===== src/rtl/iob_axistream_pack_if.sv =====
// Byte-in / word-out AXI-Stream bundle for iob_axistream_pack.
// master = byte producer and word consumer; slave = the packer.
interface iob_axistream_pack_if #(
    parameter int unsigned DATA_W = 32
);
    localparam int unsigned NB = DATA_W / 8;

    logic [7:0]        s_tdata;
    logic              s_tvalid;
    logic              s_tready;
    logic              s_tlast;
    logic [DATA_W-1:0] m_tdata;
    logic [NB-1:0]     m_tkeep;
    logic              m_tvalid;
    logic              m_tready;
    logic              m_tlast;

    modport master (
        output s_tdata, s_tvalid, s_tlast, m_tready,
        input  s_tready, m_tdata, m_tkeep, m_tvalid, m_tlast
    );

    modport slave (
        input  s_tdata, s_tvalid, s_tlast, m_tready,
        output s_tready, m_tdata, m_tkeep, m_tvalid, m_tlast
    );
endinterface


===== src/rtl/iob_axistream_pack.sv =====
// Packs an 8-bit AXI-Stream into DATA_W-bit little-endian words with tkeep,
// double-buffered for 1 byte/cycle. Optional idle flush: AXISTREAM_PACK_TIMEOUT_EN.
module iob_axistream_pack #(
    parameter int unsigned DATA_W  = 32,
    parameter int unsigned TIMEOUT = 16
) (
    input logic                 clk,
    input logic                 rst,
    iob_axistream_pack_if.slave bus_io
);
    localparam int unsigned NB    = DATA_W / 8;
    localparam int unsigned CNT_W = $clog2(NB + 1);

    if ((DATA_W % 8) != 0 || DATA_W < 16 || TIMEOUT < 1) begin : g_bad_param
        $error("iob_axistream_pack: DATA_W must be a multiple of 8 and >= 16, TIMEOUT >= 1");
    end

    logic [DATA_W-1:0] acc_data_q, acc_data_d;
    logic [CNT_W-1:0]  acc_cnt_q, acc_cnt_d;
    logic              acc_last_q, acc_last_d;
    logic              acc_full_q, acc_full_d;

    logic [DATA_W-1:0] out_data_q, out_data_d;
    logic [NB-1:0]     out_keep_q, out_keep_d;
    logic              out_last_q, out_last_d;
    logic              out_valid_q, out_valid_d;

    logic              xfer_c;
    logic              s_tready_c;
    logic              accept_c;
    logic [NB-1:0]     keep_c;

    // Output register takes the accumulator when it is empty or being drained
    assign xfer_c     = acc_full_q & (~out_valid_q | bus_io.m_tready);
    assign s_tready_c = ~rst & (~acc_full_q | xfer_c);
    assign accept_c   = bus_io.s_tvalid & s_tready_c;

    assign bus_io.s_tready = s_tready_c;
    assign bus_io.m_tdata  = out_data_q;
    assign bus_io.m_tkeep  = out_keep_q;
    assign bus_io.m_tlast  = out_last_q;
    assign bus_io.m_tvalid = out_valid_q;

    always_comb begin
        keep_c = '0;
        for (int unsigned k = 0; k < NB; k++) begin
            keep_c[k] = (CNT_W'(k) < acc_cnt_q);
        end
    end

`ifdef AXISTREAM_PACK_TIMEOUT_EN
    localparam int unsigned IDLE_W = $clog2(TIMEOUT + 1);
    logic [IDLE_W-1:0] idle_q, idle_d;
`endif

    // Accumulator: drained on xfer, then the accepted byte lands in the freed lanes
    always_comb begin
        acc_data_d = acc_data_q;
        acc_cnt_d  = acc_cnt_q;
        acc_last_d = acc_last_q;
        acc_full_d = acc_full_q;
`ifdef AXISTREAM_PACK_TIMEOUT_EN
        idle_d     = idle_q;
`endif
        if (xfer_c) begin
            acc_data_d = '0;
            acc_cnt_d  = '0;
            acc_last_d = 1'b0;
            acc_full_d = 1'b0;
        end
        if (accept_c) begin
            for (int unsigned k = 0; k < NB; k++) begin
                if (acc_cnt_d == CNT_W'(k)) begin
                    acc_data_d[8*k +: 8] = bus_io.s_tdata;
                end
            end
            if (acc_cnt_d == CNT_W'(NB - 1) || bus_io.s_tlast) begin
                acc_full_d = 1'b1;
                acc_last_d = bus_io.s_tlast;
            end
            acc_cnt_d = acc_cnt_d + CNT_W'(1);
        end
`ifdef AXISTREAM_PACK_TIMEOUT_EN
        // Idle flush of a partial word; an accepted byte always wins
        if (accept_c) begin
            idle_d = '0;
        end else if (acc_cnt_q != '0 && !acc_full_q) begin
            idle_d = idle_q + IDLE_W'(1);
            if (idle_d == IDLE_W'(TIMEOUT)) begin
                acc_full_d = 1'b1;
                acc_last_d = 1'b0;
                idle_d     = '0;
            end
        end else begin
            idle_d = '0;
        end
`endif
    end

    always_comb begin
        out_data_d  = out_data_q;
        out_keep_d  = out_keep_q;
        out_last_d  = out_last_q;
        out_valid_d = out_valid_q;
        if (xfer_c) begin
            out_data_d  = acc_data_q;
            out_keep_d  = keep_c;
            out_last_d  = acc_last_q;
            out_valid_d = 1'b1;
        end else if (out_valid_q && bus_io.m_tready) begin
            out_valid_d = 1'b0;
        end
    end

    always_ff @(posedge clk or posedge rst) begin
        if (rst) begin
            acc_data_q  <= '0;
            acc_cnt_q   <= '0;
            acc_last_q  <= 1'b0;
            acc_full_q  <= 1'b0;
            out_data_q  <= '0;
            out_keep_q  <= '0;
            out_last_q  <= 1'b0;
            out_valid_q <= 1'b0;
        end else begin
            acc_data_q  <= acc_data_d;
            acc_cnt_q   <= acc_cnt_d;
            acc_last_q  <= acc_last_d;
            acc_full_q  <= acc_full_d;
            out_data_q  <= out_data_d;
            out_keep_q  <= out_keep_d;
            out_last_q  <= out_last_d;
            out_valid_q <= out_valid_d;
        end
    end

`ifdef AXISTREAM_PACK_TIMEOUT_EN
    always_ff @(posedge clk or posedge rst) begin
        if (rst) begin
            idle_q <= '0;
        end else begin
            idle_q <= idle_d;
        end
    end
`endif
endmodule


===== src/flat_wrapper.sv =====
// flat-port wrapper written by rule: the top's interface ports become plain ports
module iob_axistream_pack_flat 
#(
    parameter int unsigned DATA_W  = 32,
    parameter int unsigned TIMEOUT = 16
)
  (clk, rst, bus_io_s_tdata, bus_io_s_tvalid, bus_io_s_tlast, bus_io_m_tready, bus_io_s_tready, bus_io_m_tdata, bus_io_m_tkeep, bus_io_m_tvalid, bus_io_m_tlast);
  iob_axistream_pack_if #(.DATA_W(DATA_W)) bus_io_i ();
  input logic clk;
  input logic rst;
  input wire logic [$bits(bus_io_i.s_tdata)-1:0] bus_io_s_tdata;
  input wire logic [$bits(bus_io_i.s_tvalid)-1:0] bus_io_s_tvalid;
  input wire logic [$bits(bus_io_i.s_tlast)-1:0] bus_io_s_tlast;
  input wire logic [$bits(bus_io_i.m_tready)-1:0] bus_io_m_tready;
  output wire logic [$bits(bus_io_i.s_tready)-1:0] bus_io_s_tready;
  output wire logic [$bits(bus_io_i.m_tdata)-1:0] bus_io_m_tdata;
  output wire logic [$bits(bus_io_i.m_tkeep)-1:0] bus_io_m_tkeep;
  output wire logic [$bits(bus_io_i.m_tvalid)-1:0] bus_io_m_tvalid;
  output wire logic [$bits(bus_io_i.m_tlast)-1:0] bus_io_m_tlast;
  assign bus_io_i.s_tdata = bus_io_s_tdata;
  assign bus_io_i.s_tvalid = bus_io_s_tvalid;
  assign bus_io_i.s_tlast = bus_io_s_tlast;
  assign bus_io_i.m_tready = bus_io_m_tready;
  assign bus_io_s_tready = bus_io_i.s_tready;
  assign bus_io_m_tdata = bus_io_i.m_tdata;
  assign bus_io_m_tkeep = bus_io_i.m_tkeep;
  assign bus_io_m_tvalid = bus_io_i.m_tvalid;
  assign bus_io_m_tlast = bus_io_i.m_tlast;
  iob_axistream_pack #(.DATA_W(DATA_W), .TIMEOUT(TIMEOUT)) u_core (.clk(clk), .rst(rst), .bus_io(bus_io_i));
endmodule

===== config.mk =====
export PLATFORM = sky130hd
export DESIGN_NAME = iob_axistream_pack_flat
export DESIGN_NICKNAME = d
export VERILOG_FILES = /design/src/rtl/iob_axistream_pack_if.sv /design/src/rtl/iob_axistream_pack.sv /design/src/flat_wrapper.sv
export SDC_FILE = /design/constraint.sdc
export NUM_CORES = 1
export LEC_CHECK = 0
export BUFFER_PORTS_ARGS = -buffer_cell sky130_fd_sc_hd__clkbuf_2
export CELL_PAD_IN_SITES_DETAIL_PLACEMENT = 0
export CELL_PAD_IN_SITES_GLOBAL_PLACEMENT = 1
export CORE_ASPECT_RATIO = 1.4
export CORE_MARGIN = 2
export CORE_UTILIZATION = 40
export CTS_CLUSTER_DIAMETER = 100
export DETAILED_ROUTE_END_ITERATION = 8
export HOLD_SLACK_MARGIN = 0.03
export PLACE_DENSITY_LB_ADDON = 0.1
export SYNTH_ARGS = -nofsm -noshare
export SYNTH_HDL_FRONTEND = slang
export SYNTH_SLANG_ARGS = --single-unit

===== constraint.sdc =====
create_clock -name clk -period 2.9 [get_ports clk]
set_input_delay 0.29 -clock clk [delete_from_list [all_inputs] [get_ports clk]]
set_output_delay 0.29 -clock clk [all_outputs]
set_load 0.01 [all_outputs]

* Word level (Yosys, flattened, before mapping)
Cells that the tools add are included.
Storage, ports and cells: flip-flop bits (word level) 75, word-level logic and storage cells 44, output and inout port bits 39, input bits 13
Operators by class: bitwise logic cells 8, $add $sub $neg 1, equality and inequality tests 3, magnitude comparators 4, reduce and logical (&&, ||, !) cells 4, muxes and demuxes 16
Operator list (count):
- two-way mux 32 bit | 2
- two-way mux 8 bit | 4
- two-way mux 1 bit | 8
- == test 3 x 2 -> 1 bit, second input constant | 2
- less-than comparator 1 x 3 -> 1 bit, first input constant | 2
- less-than comparator 2 x 3 -> 1 bit, first input constant | 2
- two-way mux 3 bit | 2
- adder 3 x 1 -> 3 bit, second input constant | 1
- AND 1 bit | 3
- == test 3 x 1 -> 1 bit, second input constant | 1
- logical NOT 3 bit | 1
- inverter 1 bit | 3
- OR 1 bit | 2
- nonzero test 2 bit | 1
- logical AND 1 bit | 1
- logical OR 1 bit | 1

* Longest topological paths before layout
Gate-level depths: netlist (run 1).
depth in word-level cells 8, mapped depth 8, gate-level depth less buffers 6

* Worst setup path after synthesis (run 1)
Ideal clock, no wire load.
path kind register to register, from register u_core.out_valid_q (netlist: u_core.bus_io.m_tvalid), to register u_core.acc_data_q[16], clock period less this slack 2.047 ns, data required time 2.831 ns, library setup time 0.069 ns, setup slack 0.853 ns, buffers on the path 2, cell stages (with the launch flop) 9, arrival time 1.978 ns, cell sequence dfrtp_1 -> nand2b_1 -> clkbuf_1 -> a21boi_1 -> inv_1 -> ha_1 -> buf_1 -> a22oi_1 -> a32o_1
Between the ends: cells in the longest elaborated chain, start to end 7, elaborated cells on any way between the ends 11, classes of those cells eq/ne (1); mux (4); bitwise (6)
RTL lines:
- start, declared | RTL line iob_axistream_pack.sv:26 | logic out_valid_q, out_valid_d;
- start signal, assigned | RTL line iob_axistream_pack.sv:133 | out_valid_q <= out_valid_d;
- inverter 1 bit * | RTL line iob_axistream_pack.sv:34 | assign xfer_c = acc_full_q & (~out_valid_q | bus_io.m_tready);
- OR 1 bit * | RTL line iob_axistream_pack.sv:34
- AND 1 bit * | RTL line iob_axistream_pack.sv:34
- two-way mux 3 bit / OR 1 bit (equally long branches) | RTL line iob_axistream_pack.sv:65, iob_axistream_pack.sv:35
- == test 3 x 2 -> 1 bit / AND 1 bit (equally long branches) | RTL line iob_axistream_pack.sv:73, iob_axistream_pack.sv:35
- two-way mux 8 bit / AND 1 bit (equally long branches) | RTL line iob_axistream_pack.sv:73, iob_axistream_pack.sv:36
- two-way mux 32 bit * | RTL line iob_axistream_pack.sv:71 | if (accept_c) begin
- via u_core.acc_data_d[16] | RTL line iob_axistream_pack.sv:18 | logic [DATA_W-1:0] acc_data_q, acc_data_d;
- end signal, assigned | RTL line iob_axistream_pack.sv:126 | acc_data_q <= acc_data_d;
- end, declared | RTL line iob_axistream_pack.sv:18
The timed path passes the listed nets; every way through them passes the cells marked *. A chain may end at the register's enable or synchronous reset.

* Final worst setup path (run 1)
from register u_core.acc_full_q, to register u_core.acc_data_q[8]
Between the ends: cells in the longest elaborated chain, start to end 5, elaborated cells on any way between the ends 10, classes of those cells eq/ne (1); mux (4); bitwise (5)
RTL lines:
- start, declared | RTL line iob_axistream_pack.sv:21 | logic acc_full_q, acc_full_d;
- start signal, assigned | RTL line iob_axistream_pack.sv:129 | acc_full_q <= acc_full_d;
- AND 1 bit / inverter 1 bit (equally long branches) | RTL line iob_axistream_pack.sv:34, iob_axistream_pack.sv:35
- two-way mux 3 bit / OR 1 bit (equally long branches) | RTL line iob_axistream_pack.sv:65, iob_axistream_pack.sv:35
- == test 3 x 1 -> 1 bit / AND 1 bit (equally long branches) | RTL line iob_axistream_pack.sv:73, iob_axistream_pack.sv:35
- two-way mux 8 bit / AND 1 bit (equally long branches) | RTL line iob_axistream_pack.sv:73, iob_axistream_pack.sv:36
- two-way mux 32 bit * | RTL line iob_axistream_pack.sv:71
- via u_core.acc_data_d[8] | RTL line iob_axistream_pack.sv:18
Marked as above.

==> results.py, run 1 <==
metrics = {
    "placed_design": {
        "dpl.hpwl_mm": 4.77,
        "gp_congestion": 0.817,
        "pre_cts_ws_ns": 0.633,
        "placedInstanceArea_um2": 3550,
        "portBuffers": 51,
        "placed_cells": 389,
    },
    "synthesis": {
        "synthMuxAreaShare_pct": 14.8,
        "synth_top_family_by_area": "compound AO/OA/AOI/OAI gates",
        "ys_ff_latch": 75,
        "synth-compound-area-share_pct": 15.4,
        "yosysUniqueCellTypes": 31,
        "synthCells": 247,
        "synth_simple_gate_area_share_pct": 4.76,
        "synth_seq_area_share_pct": 59.1,
        "synth_nets": 263,
        "avgSynthCellArea_um2": 12.9,
        "synth-adder-area-share_pct": 1.18,
        "netlist_area_um2": 3180,
        "yosysWarnings": 0,
        "synth-xor-area-share_pct": 0.276,
    },
    "critical_path": {
        "critical_path.endpoint_type": "register",
        "cp.depth": 5,
        "cp.required_ns": 3.14,
        "critPathLaunch": "u_core.acc_full_q",
        "start_kind": "register",
        "rr_startpoint": "u_core.acc_full_q",
        "criticalPathCategory": "reg -> reg",
        "worst_r2r_path_depth": 5,
        "worst-path-max-fanout": 17,
        "r2r-end": "u_core.acc_data_q[8]",
        "slowest_stage": "dfrtp_1",
        "slowest_delay_ns": 0.69,
        "cp.arrival_ns": 2.55,
        "crit_chain": "inv_1 > o21ai_0 > ha_1 > a22oi_1 > a32o_1",
        "crit_end": "u_core.acc_data_q[8]",
        "rrSetupSlack_ns": 0.59,
        "cp_top_family": "compound AO/OA/AOI/OAI gates",
        "critPathBufInv": 1,
    },
    "sta": {
        "fin_ws_ns": 0.585,
        "finalSetupTns_ns": 0,
        "fin_skew_ns": 0.00612,
        "hold_violations": 0,
        "slew_viol_final": 0,
        "rsz0062_at_grt": "false",
        "setup_viol": 0,
        "slew_headroom_pct": 35.2,
        "tightest_slew_ns": 0.965,
        "finalCriticalPeriod_ns": 2.31,
        "fmax_mhz": 432,
        "period_share_pct": 79.8,
    },
    "die": {
        "coreArea_um2": 7750,
        "start_util_pct": 41.0,
        "floorplan.die.width_um": 79.3,
        "die_y_um": 109,
        "fp-row-count": 38,
        "dieArea_um2": 8680,
        "io-pin-count": 52,
    },
    "clocking": {
        "clkLatencyLatePin_ns": 0.35,
        "cts_tree": "yes",
        "clk_pin_slew_ns": 0.08,
        "clock_path_buffers": 2,
        "cts_htree_levels": 3,
        "cts.sinks": 75,
        "root_buffer": "clkbuf_8",
        "numCtsBuffers": 9,
        "post_cts_resized": 0,
        "postCtsHoldBufs": 1,
        "cts_setup_buffers": 0,
    },
    "global_route": {
        "antenna_found_initial": 0,
        "grt_usage_pct": 18.7,
        "grt_overflow": 0,
        "grt_pass1_vias": 2147,
        "grt_pass1_wl_mm": 11.8,
        "grt_max_degree": 61,
    },
    "min_path": {
        "min_path_type": "in -> reg",
        "min_from": "bus_io_s_tlast",
    },
    "finish": {
        "layout_commonest_cell": "dfrtp_1",
        "final_area_um2": 3720,
        "num-nets-final": 317,
        "diodes": 0,
        "layout-drive-gt1-share_pct": 36.4,
        "final_cell_count_no_fill": 405,
        "mostFrequentLayoutCells": "dfrtp_1, clkbuf_2, mux2_2",
        "syn2layout_area_growth_pct": 17.2,
    },
    "drt": {
        "vias": 2219,
        "detail_route.wl_per_cell_um": 18.3,
        "ant_nets": 0,
        "drtIter0Drc": 135,
        "via_per_inst": 5.48,
        "first_pass_iters": 6,
        "drc": 0,
        "wl_mm": 7.41,
    },
    "job": {
        "maxCapViolCount": 0,
    },
    "pwr": {
        "power_density_nw_per_um2": 904,
        "ir_worst_vdd_uv": 350,
        "power.leakage_nw": 1.84,
    },
    "status": {
        "outcome": "complete, no violations",
    },
}
==> routing by layer <==
metal | up-vias | global-route usage (%) | share of wire [%]
li1 | 1021 | - | -
met1 | 1125 | 26.0 | 47
met2 | 59 | 27.4 | 46
met3 | 14 | 4.84 | 4.6
met4 | 0 | 8.74 | 2.2
met5 | - | 0 | 0
==> worst min-delay path by stage <==
stage | endpoint | depth (start not counted)
finish | u_core.acc_last_q | 3
global route | u_core.acc_last_q | 3
CTS | u_core.acc_full_q | 3
detailed placement | u_core.bus_io.m_tdata[14] | 2
global placement | u_core.bus_io.m_tdata[14] | 2
floorplan | u_core.acc_data_q[24] | 2
==> sequential cells by signal, indices dropped and copies added (netlist names) <==
name                    cells
u_core.bus_io.m_tvalid      1
u_core.bus_io.m_tdata      32
u_core.acc_cnt_q            3
u_core.acc_full_q           1
u_core.bus_io.m_tkeep       4
u_core.acc_data_q          32
u_core.bus_io.m_tlast       1
u_core.acc_last_q           1
==> Yosys cell counts <==
cell        n  area share, %
dfrtp_1    75             59
mux2_2     33             12
o21ai_0    19            3.0
a32o_1     16            5.0
inv_1      14            1.7
clkbuf_1   10            1.2
mux2i_1    10            3.1
a21oi_1     9            1.4
nand3_1     9            1.4
a211oi_1    8            1.9
o221ai_1    8            2.2
buf_2       4           0.63
nand2_1     4           0.47
buf_1       3           0.35
ha_1        3            1.2
nor2_1      3           0.35
a22oi_1     2           0.47
and3_1      2           0.39
buf_6       2           0.71
nor2b_1     2           0.39
a2111oi_4   1           0.87
a21boi_1    1           0.24
and3b_4     1           0.39
nand2b_1    1           0.20
nand3b_1    1           0.24
nor3_1      1           0.16
nor4b_1     1           0.28
o31ai_1     1           0.24
or3_1       1           0.20
or3b_2      1           0.28
xnor2_1     1           0.28
==> cell families after synthesis <==
group | Yosys count
buf+inv | 33
xor+xnor | 1
flops | 75
compound gates | 65
mux | 43
simple gates | 27
fa+ha+maj | 3
==> power by group <==
part	total, mW	internal [mW]	switching [mW]
combinational	1.03	0.501	0.532
clock	0.689	0.325	0.363
sequential	1.65	1.41	0.232
total	3.37	2.24	1.13
==> cell type report <==
class	instances	area (um2)
sequential	75	1880
clock inverter	3	15.0
multi-input combinational	139	1160
tap	100	125
timing repair buffer	62	353
clock buffer	12	145
inverter	14	52.6
fill	709	4030
==> stage by stage <==
step	hold slack [ns]	total power, mW	utilization [%]
after floorplan	0.421	2.31	-
after CTS	0.172	3.42	48.1
after global placement	0.365	2.69	45.9
final	0.195	3.37	48.1
after global routing	0.183	3.61	48.1
after detailed placement	0.377	2.71	45.9
==> worst min-delay path, cell delays in order <==
cell      delay, ns
clkbuf_2       0.10
nand3_1        0.07
o31ai_1        0.06
Power figures use the tool's default switching activity.
==> run 2, diff against run 1 <==
ABC_AREA = 1   (was not set)
CORE_UTILIZATION = 38   (was 40)
clock period = 2.1 ns   (was 2.9 ns; I/O delays follow)
==> results.py, run 2 <==
metrics = {
    "status": {
        "outcome": "complete, no violations",
    },
    "finish": {
        "mostFrequentLayoutCells": "nand2_1, dfrtp_1, clkbuf_2",
        "diodes": 0,
        "final_area_um2": 3840,
        "num-nets-final": 431,
        "syn2layout_area_growth_pct": 18.0,
        "final_core_util_pct": 46.5,
        "layout_commonest_cell": "nand2_1",
        "layout-drive-gt1-share_pct": 20.3,
    },
    "clocking": {
        "numCtsBuffers": 9,
        "cts.sinks": 75,
        "root_buffer": "clkbuf_16",
        "clk_pin_slew_ns": 0.06,
        "cts_setup_buffers": 0,
        "cts_htree_levels": 3,
        "post_cts_resized": 0,
        "clock_path_buffers": 2,
        "postCtsHoldBufs": 0,
        "cts_tree": "yes",
        "clkLatencyLatePin_ns": 0.34,
    },
    "synthesis": {
        "synth_area_leader_cell": "dfrtp_1",
        "netlist_area_um2": 3250,
        "ys_ff_latch": 75,
        "synth_seq_area_share_pct": 57.7,
        "yosysUniqueCellTypes": 24,
        "synth_most_common_cell": "nand2_1",
        "synth_edf_count": 0,
        "synth_area_leaders": "dfrtp_1, nand2_1, o21bai_1",
        "synth_common_cells": "nand2_1, dfrtp_1, o21ai_0",
        "synth_top_area_share_pct": 57.7,
        "avgSynthCellArea_um2": 8.93,
        "synthCells": 364,
        "ys_async_sr_fraction_pct": 100,
        "synth_nets": 380,
        "yosysWarnings": 0,
        "synthFlopType": "dfrtp_1",
    },
    "global_route": {
        "antenna_found_initial": 0,
        "grt_overflow": 0,
        "grt_pass1_vias": 2472,
        "grt_max_degree": 42,
        "grt_pass1_wl_mm": 12.5,
        "grt_usage_pct": 17.8,
    },
    "drt": {
        "wl_mm": 7.39,
        "drtIter0Drc": 112,
        "ant_nets": 0,
        "drc": 0,
        "via_per_inst": 4.67,
        "first_pass_iters": 4,
        "vias": 2431,
        "detail_route.wl_per_cell_um": 14.2,
    },
    "placed_design": {
        "dpl.hpwl_mm": 4.95,
        "gp_congestion": 0.742,
        "portBuffers": 51,
        "placedInstanceArea_um2": 3560,
    },
    "critical_path": {
        "slowest_stage": "dfrtp_1",
        "crit_chain": "nand2_2 > nand2_4 > inv_2 > nor2_1 > ha_1 > inv_1 > nor2_4 > o21ai_0",
        "critical_path.endpoint_type": "register",
        "cp.required_ns": 2.30,
        "cp_top_family": "simple AND/OR/NAND/NOR gates",
        "start_kind": "register",
        "critPathBufInv": 2,
        "criticalPathCategory": "reg -> reg",
        "cp.arrival_ns": 1.87,
        "worst-path-max-fanout": 20,
        "slowest_delay_ns": 0.39,
    },
    "sta": {
        "hold_violations": 0,
        "fmax_mhz": 600,
        "setup_viol": 0,
        "fin_skew_ns": 0.00528,
        "slew_headroom_pct": 64.9,
        "slew_viol_final": 0,
        "period_share_pct": 79.4,
        "tightest_slew_ns": 0.527,
        "rsz0062_at_grt": "false",
        "finalSetupTns_ns": 0,
        "finalCriticalPeriod_ns": 1.67,
    },
    "pwr": {
        "switchingPower_mw": 1.83,
        "seqPwrFrac_pct": 43.5,
        "p_int_mw": 3.57,
        "swShare_pct": 33.9,
        "comb_power_share_pct": 29.6,
        "power_density_nw_per_um2": 1410,
        "power.leakage_nw": 2.08,
        "ir_worst_vdd_uv": 574,
        "power.total_mw": 5.40,
        "clkPwrFrac_pct": 26.9,
    },
    "die": {
        "fp-row-count": 39,
        "floorplan.die.width_um": 82.2,
        "coreArea_um2": 8250,
        "dieArea_um2": 9320,
        "io-pin-count": 52,
        "die_y_um": 113,
        "start_util_pct": 39.4,
    },
    "job": {
        "maxCapViolCount": 0,
    },
    "min_path": {
        "min_path_type": "in -> async",
    },
}
## run 2: worst paths after layout
kind	startpoint	depth (start not counted)	end	slack [ns]
hold reg to reg	u_core.acc_data_q[23]	2	u_core.bus_io.m_tdata[23]	0.47
hold / removal	rst	3	u_core.acc_data_q[0]	0.04
max in group asynchronous	rst	3	u_core.acc_data_q[6]	1.66
setup reg to reg	u_core.bus_io.m_tvalid	8	u_core.acc_last_q	0.43
min in group clk	bus_io_s_tlast	3	u_core.acc_last_q	0.15
setup / recovery	u_core.bus_io.m_tvalid	8	u_core.acc_last_q	0.43
## run 2: cells by family (layout without fill, tap and decap cells)
| family | after synthesis | count (layout) | synth area share (%) |
|---|---|---|---|
| flip-flops | 75 | 75 | 57.7 |
| AO/OA/AOI/OAI | 40 | 40 | 8.27 |
| XOR/XNOR | 1 | 1 | 0.269 |
| AND/OR/NAND/NOR | 209 | 209 | 26.5 |
| adder cells (fa/ha/maj) | 3 | 3 | 1.15 |
| buffers and inverters | 36 | 91 | 6.08 |
## run 2: final cells by class
type | count | area (um2)
Clock buffer | 13 | 270
Clock inverter | 2 | 10.0
Fill cell | 850 | 4410
Inverter | 19 | 75.1
Multi-Input combinational cell | 253 | 1180
Sequential cell | 75 | 1880
Tap cell | 102 | 128
Timing Repair Buffer | 57 | 300
## run 2: power groups by stage
| stage | clock, mW | sequential [mW] | combinational [mW] |
|---|---|---|---|
| after floorplan | 0 | 2.46 | 0.987 |
| after global placement | 0 | 2.36 | 1.62 |
| after detailed placement | 0 | 2.38 | 1.63 |
| after CTS | 1.49 | 2.36 | 1.64 |
| after global routing | 1.55 | 2.43 | 1.86 |
| final | 1.45 | 2.35 | 1.60 |
## run 2: metrics by stage
step / hold slack [ns] / setup slack, ns / std cells
3_3_place_gp: 0.424 / 0.439 / 506
4_1_cts: 0.0580 / 0.398 / 521
6_report: 0.0385 / 0.432 / 521
3_5_place_dp: 0.418 / 0.407 / 506
2_1_floorplan: 0.327 / -0.116 / 364
5_1_grt: 0.103 / 0.228 / 521
## run 2: routing by layer
layer,GRT usage (%),part of all wire [%],up-vias
met5,0,0,-
met4,9.00,2.4,0
met3,2.77,2.7,12
met2,28.3,47,37
met1,23.4,48,1148
li1,-,-,1234
## run 2: worst reg2reg max path, cell delays in order (launching register included)
cell	delay, ns
dfrtp_1	0.39
nand2_2	0.09
nand2_4	0.20
inv_2	0.08
nor2_1	0.10
ha_1	0.14
inv_1	0.05
nor2_4	0.33
o21ai_0	0.14
